**src/rtl/audio_out_scheduler.sv**
```systemverilog
// Playback sequencer for the I2S sender: buffers host samples, fires the start
// strobe, and answers each sender request with one sample or silence.
module audio_out_scheduler #(
  parameter int DEPTH       = 4,
  parameter int PRIME_LEVEL = 2
) (
  input  logic                       in_clk_i,
  input  logic                       reset_i,
  input  logic                       start_i,
  input  logic                       stop_i,
  input  logic                       host_valid_i,
  input  logic [31:0]                host_data_i,
  output logic                       host_ready_o,
  input  logic                       sample_req_i,
  output logic                       audio_start_out_o,
  output logic                       out_valid_o,
  output logic [31:0]                out_data_o,
  output logic                       busy_o,
  output logic [$clog2(DEPTH):0]     fifo_level_o,
  output logic [7:0]                 underrun_count_o
);
  localparam int AW = $clog2(DEPTH);
  localparam int LW = AW + 1;

  typedef enum logic [1:0] {IDLE, PRIME, RUN, DRAIN} state_t;

  state_t          state_q, state_d;
  logic [AW-1:0]   wr_q, wr_d, rd_q, rd_d;
  logic [LW-1:0]   level_q, level_d;
  logic            host_ready_q, host_ready_d;
  logic            start_q, start_d;
  logic            out_valid_q, out_valid_d;
  logic [31:0]     out_data_q, out_data_d;
  logic [7:0]      und_q, und_d;
  logic [31:0]     mem [DEPTH];

  logic push, serve, pop;

  always_comb begin
    state_d      = state_q;
    wr_d         = wr_q;
    rd_d         = rd_q;
    level_d      = level_q;
    out_valid_d  = 1'b0;
    out_data_d   = out_data_q;
    start_d      = 1'b0;
    und_d        = und_q;
    host_ready_d = 1'b0;

    push  = host_valid_i && host_ready_q;
    serve = sample_req_i && (state_q == RUN || state_q == DRAIN);
    pop   = serve && (level_q != '0);

    if (push) wr_d = wr_q + AW'(1);
    if (serve) begin
      out_valid_d = 1'b1;
      if (pop) begin
        out_data_d = mem[rd_q];
        rd_d       = rd_q + AW'(1);
      end else begin
        out_data_d = 32'h0;
        // Silence in DRAIN is the expected tail, not an underrun.
        if (state_q == RUN && und_q != 8'hFF) und_d = und_q + 8'd1;
      end
    end
    if (push && !pop)      level_d = level_q + LW'(1);
    else if (pop && !push) level_d = level_q - LW'(1);

    case (state_q)
      IDLE:  if (start_i && !stop_i) begin
               state_d = PRIME;
               start_d = 1'b1;
               und_d   = 8'd0;
             end
      PRIME: if (stop_i)                             state_d = IDLE;
             else if (level_q >= LW'(PRIME_LEVEL))   state_d = RUN;
      RUN:   if (stop_i)                             state_d = DRAIN;
      DRAIN: if (level_q == '0)                      state_d = IDLE;
      default:                                       state_d = IDLE;
    endcase

    if (state_d == IDLE) begin
      wr_d    = '0;
      rd_d    = '0;
      level_d = '0;
    end

    // Registered ready must describe the cycle it is visible in.
    host_ready_d = (state_d == PRIME || state_d == RUN) && (level_d < LW'(DEPTH));
  end

  always_ff @(posedge in_clk_i) begin
    if (reset_i) begin
      state_q      <= IDLE;
      wr_q         <= '0;
      rd_q         <= '0;
      level_q      <= '0;
      host_ready_q <= 1'b0;
      start_q      <= 1'b0;
      out_valid_q  <= 1'b0;
      out_data_q   <= 32'h0;
      und_q        <= 8'd0;
    end else begin
      state_q      <= state_d;
      wr_q         <= wr_d;
      rd_q         <= rd_d;
      level_q      <= level_d;
      host_ready_q <= host_ready_d;
      start_q      <= start_d;
      out_valid_q  <= out_valid_d;
      out_data_q   <= out_data_d;
      und_q        <= und_d;
    end
  end

  always_ff @(posedge in_clk_i) begin
    if (!reset_i && push) mem[wr_q] <= host_data_i;
  end

  assign host_ready_o      = host_ready_q;
  assign audio_start_out_o = start_q;
  assign out_valid_o       = out_valid_q;
  assign out_data_o        = out_data_q;
  assign busy_o            = (state_q != IDLE);
  assign fifo_level_o      = level_q;
  assign underrun_count_o  = und_q;
endmodule

```
**config.mk**
```make
export PLATFORM = sky130hd
export DESIGN_NAME = audio_out_scheduler
export DESIGN_NICKNAME = d
export VERILOG_FILES = /design/src/rtl/audio_out_scheduler.sv
export SDC_FILE = /design/constraint.sdc
export NUM_CORES = 1
export LEC_CHECK = 0
export ABC_AREA = 1
export CAP_MARGIN = 20
export CORE_ASPECT_RATIO = 0.8
export CORE_MARGIN = 3
export CORE_UTILIZATION = 40
export CTS_CLUSTER_DIAMETER = 40
export DETAILED_ROUTE_END_ITERATION = 16
export GPL_ROUTABILITY_DRIVEN = 0
export SETUP_SLACK_MARGIN = 0.2
export SKIP_CTS_REPAIR_TIMING = 1
export SYNTH_ARGS = -nofsm -noshare
export SYNTH_HDL_FRONTEND = slang
export SYNTH_SLANG_ARGS = --single-unit
export TNS_END_PERCENT = 30
```
**constraint.sdc**
```tcl
create_clock -name in_clk_i -period 2.6 [get_ports in_clk_i]
set_clock_uncertainty 0.1 [all_clocks]
set_input_delay 0.52 -clock in_clk_i [delete_from_list [all_inputs] [get_ports in_clk_i]]
set_output_delay 0.52 -clock in_clk_i [all_outputs]
set_load 0.01 [all_outputs]
```
* Yosys cells after proc, flatten, opt, wreduce, memory -nomap -nowiden *
Memory sizes are Yosys's and may differ from the RTL's. A register that Yosys moved wholly into a read port is not among the register bits.
Cells that the tools add are included.

word-level totals
  flip-flop bits (word level) = 52
  word-level logic and storage cells = 68
  output and inout bits = 47
  memory bits (writable) = 128
  input bits = 38
  memories kept = 1

memories
  memory  depth  bits a word  read ports  clocked after Yosys merged registers in  wr ports  line  source
  mem     4      32           1           1                                        1         35    logic [31:0] mem [DEPTH];

operators by class
  $lt $le $gt $ge = 2
  bitwise logic cells = 1
  add/sub/neg operators = 5
  multiplexer cells = 21
  reductions and logical operators = 23
  equal/unequal tests = 6

operators with widths
  kind                                                                                  count
  8-bit 2-to-1 mux                                                                      5
  32-bit 2-to-1 mux                                                                     1
  2-bit 2-to-1 mux                                                                      7
  1-bit logical AND                                                                     9
  3-bit 2-to-1 mux                                                                      3
  8-bit by 1-bit adder with 8-bit output (second input constant)                        1
  8-bit inequality test (second input constant)                                         1
  2-bit case mux with 4 select lines                                                    1
  2-bit equality test (second input constant)                                           3
  2-bit by 1-bit adder with 2-bit output (second input constant)                        2
  2-bit by 1-bit equality test with 1-bit output (second input constant)                2
  1-bit zero test                                                                       4
  2-bit zero test                                                                       2
  1-bit 2-to-1 mux                                                                      4
  2-bit OR reduction                                                                    2
  3-bit by 1-bit adder with 3-bit output (second input constant)                        1
  3-bit by 2-bit greater-or-equal comparator with 1-bit output (second input constant)  1
  3-bit zero test                                                                       1
  3-bit < comparator (second input constant)                                            1
  3-bit nonzero test                                                                    1
  3-bit by 1-bit subtractor with 3-bit output (second input constant)                   1
  1-bit logical OR                                                                      2
  2-bit AND reduction                                                                   1
  2-bit nonzero test                                                                    1
  1-bit inverter                                                                        1

* Logic depth before layout (Yosys ltp) *
  depth in word-level cells = 10
  depth in mapped cells = 16

* Worst setup path before layout *
OpenSTA, ideal clock, no wires.

  path type = in2reg
  start point = in host_valid_i
  end point = mem mem[0][0] (enable)
  buffers on the path = 0
  cell stages on the path = 4
  required time = 2.079 ns
  data arrival time = 2.160 ns
  slack = -0.081 ns
  path through = nand2_1 -> inv_1 -> nand2_1 -> nor2_1

between the ends
  longest elaborated chain between the ends = 4

ends and longest elaborated chain
  item                                    line  source
  start: declaration                      11    input logic host_valid_i,
  1-bit logical AND                       50    push = host_valid_i && host_ready_q;
  named net push                          37    logic push, serve, pop;
  1-bit logical AND                       117   if (!reset_i && push) mem[wr_q] <= host_data_i;
  1-bit 2-to-1 mux                        117
  1-bit 2-to-1 mux (implied by the code)  117
  end: declaration                        35

The timed path passes the listed nets, and every way through them passes these cells.

* Final worst setup path *
  start point = reg state_q[1]
  end point = out busy_o

between the ends
  longest elaborated chain between the ends = 1

ends and longest elaborated chain
  item                      line  source
  start: declaration        27    state_t state_q, state_d;
  start signal: assignment  104   state_q <= state_d;
  2-bit nonzero test        124   assign busy_o = (state_q != IDLE);
  end: declaration          18    output logic busy_o,

No other way between the ends.

==> impl_metrics.json <==
{
  "run_status": "complete, no violations",
  "tightest_slew_ps": 537,
  "clkSlewWorstSetupHoldPaths_ps": 60,
  "grt_pass1_wl_mm": 23.8,
  "setup-tns-final_ps": 0,
  "antenna_found_initial": 0,
  "wl_met1_mm": 7.22,
  "mostFrequentLayoutCells": "sky130_fd_sc_hd__edfxtp_1, sky130_fd_sc_hd__nor2_1, sky130_fd_sc_hd__nand2_1",
  "pre_cts_slack_ps": 144,
  "dpl.cell_count": 957,
  "finalInstanceArea_um2": 8960,
  "rows": 43,
  "hold_class": "flop to flop",
  "net-switching-power_mw": 1.11,
  "final_critical_path_setup_slack_ps": 433,
  "post_synth_inst_count": 660,
  "detail_route.first_pass.iterations": 5,
  "wl_per_cell_um": 15.0,
  "nNetsFinal": 801,
  "drt-vias-per-instance": 4.95,
  "tritoncts": "done",
  "maxUsedRoutingLayer": "met4",
  "final_layout_size_suffix_gt1_share_pct": 8.25,
  "fp.dieArea_um2": 19500,
  "final-hold-violation-count": 0,
  "synth.distinct_cells": 27,
  "timing.max_cap.violations": 0,
  "hold_path_end": "out_data_o[29]",
  "max-slew-margin-rel_pct": 64.2,
  "globalRouteOverflowTotal": 0,
  "via_count_of_the_first_global_routing_pass": 4664,
  "floorplan.io_pins": 85,
  "postRouteWirelength_mm": 14.8,
  "classification_of_the_worst_setup_path": "flop to primary output",
  "syn-num-nets": 710,
  "crit-reg2reg-launch": "fifo_level_o[0]",
  "timing.final.setup_violations": 0,
  "totalPowerFinal_mw": 6.04,
  "timing_max_transition_violations_final": 0,
  "synth.cell_area_um2": 7130,
  "synth_warnings": 0,
  "dp_hpwl_mm": 9.80,
  "startpoint_type": "flop",
  "remaining_drc_errors": 0,
  "vdd_ir_drop_max_mv": 0.436,
  "worstSetupEndpointType": "primary output",
  "post-route-period-util_pct": 83.4,
  "rsz_0062_raised_after_global_routing": "false",
  "whs_ps": 364,
  "final_common_cell": "sky130_fd_sc_hd__edfxtp_1",
  "clockRootBuffer": "sky130_fd_sc_hd__clkbuf_16",
  "worst_hold_path.num_cells": 2,
  "clock_sink_count": 182,
  "cts_buffers": 17,
  "port_buffers": 84,
  "h-tree-depth": 4,
  "initial_core_util_pct": 40.9,
  "antenna-diode-count": 0,
  "synth_seq_area_share_pct": 69.1,
  "coreArea_um2": 17400,
  "maxClockFrequency_ghz": 0.461,
  "cellPowerDensity_nw_per_um2": 674,
  "gr-usage-all-layers_pct": 15.6,
  "worstSkewPairLatency_ps": 410,
  "critPathRequiredTime_ps": 1980,
  "reg2reg_depth": 10,
  "synth_seq_cells": 182,
  "hp-start": "out_data_o[29]",
  "grt_max_degree": 40,
  "met3WireLength_um": 780,
  "clockPowerShare_pct": 46.0,
  "power.switching_fraction_pct": 18.3,
  "combinationalPowerShare_pct": 2.5,
  "dr.first_iter.drc_count": 333,
  "final_period_minus_worst_setup_slack_ps": 2170,
  "utilization_pct": 51.4,
  "layout.cells.non_filler": 989,
  "drtAntennaViolNets": 0,
  "cp_data_arrival_time_ps": 1550,
  "placedInstanceArea_um2": 8310,
  "clock_path_buffers": 2,
  "dr_total_vias": 4891,
  "route.met2.wl_mm": 6.70,
  "postSynthAreaPerCell_um2": 10.8,
  "area_growth_syn_to_layout_pct": 25.7,
  "reg_to_reg_end": "wr_q[1]",
  "internal_power_mw": 4.93,
  "r2r_slack_ps": 460,
  "critical_path.max_fanout": 6,
  "cellLeakagePower_nw": 3.11,
  "share_seq_of_total_power_pct": 51.5,
  "die_y_um": 125,
  "die_w_um": 155
}
state kept, by name, indices dropped and copies added (netlist names), named ones only:
register / count
mem: 128
out_data_o: 32
underrun_count_o: 8
fifo_level_o: 3
rd_q: 2
state_q: 2
wr_q: 2
audio_start_out_o: 1
host_ready_o: 1
out_valid_o: 1
layer usage:
layer	vias to the layer above	track usage (%)
met5	-	0
met4	0	3.71
met3	12	4.19
met2	122	23.7
met1	2329	22.4
li1	2428	-
worst max-delay path by stage:
stage | from | endpoint | slack [ps]
final | state_q[1] | busy_o | 430
after global routing | fifo_level_o[0] | fifo_level_o[1] | 220
after CTS | fifo_level_o[0] | wr_q[1] | 400
after detailed placement | stop_i | fifo_level_o[1] | 140
after global placement | host_valid_i | mem[0][11] | 240
after floorplan | host_valid_i | mem[0][0] | -80
worst max-delay path, cell delays in order, from the launching register on:
cell and delay [ps]:
sky130_fd_sc_hd__dfxtp_1 450, sky130_fd_sc_hd__nor2_1 110, sky130_fd_sc_hd__inv_1 60, sky130_fd_sc_hd__clkdlybuf4s50_1 520
logic make-up after synthesis:
family / synth area share [%]
adder cells (fa/ha/maj): 2.11
AND/OR/NAND/NOR: 14.2
flip-flops: 69.1
buffers and inverters: 4.07
AO/OA/AOI/OAI: 10.5
cells in the mapped netlist (all sizes together):
cell type | instances | share of area [%]
o21bai | 1 | 0.11
dfxtp | 54 | 15
a21oi | 44 | 3.1
o21ai | 101 | 7.1
a211oi | 1 | 0.11
nand4 | 3 | 0.26
nand3 | 11 | 0.77
a31oi | 1 | 0.088
buf | 10 | 1.1
inv | 35 | 1.8
nor2 | 135 | 7.6
ha | 12 | 2.1
clkbuf | 20 | 1.1
nor3 | 1 | 0.070
edfxtp | 128 | 54
nand2 | 103 | 5.5
cell type report:
| class | count | area, um^2 |
|---|---|---|
| flip-flops and latches | 182 | 4930 |
| fillers | 1528 | 8470 |
| multi-input cells | 413 | 1950 |
| clock inverters | 12 | 198 |
| repair buffers | 102 | 1020 |
| clock buffers | 20 | 457 |
| well taps | 225 | 282 |
| inverters | 35 | 131 |
power groups by stage:
stage,logic (mW),registers [mW],clock network [mW]
after floorplan,0.0414,3.18,0
after global placement,0.144,3.17,0
after detailed placement,0.148,3.18,0
after CTS,0.149,3.11,2.84
after global routing,0.164,3.11,2.97
final,0.149,3.11,2.78
(Power assumes the default switching activity.)
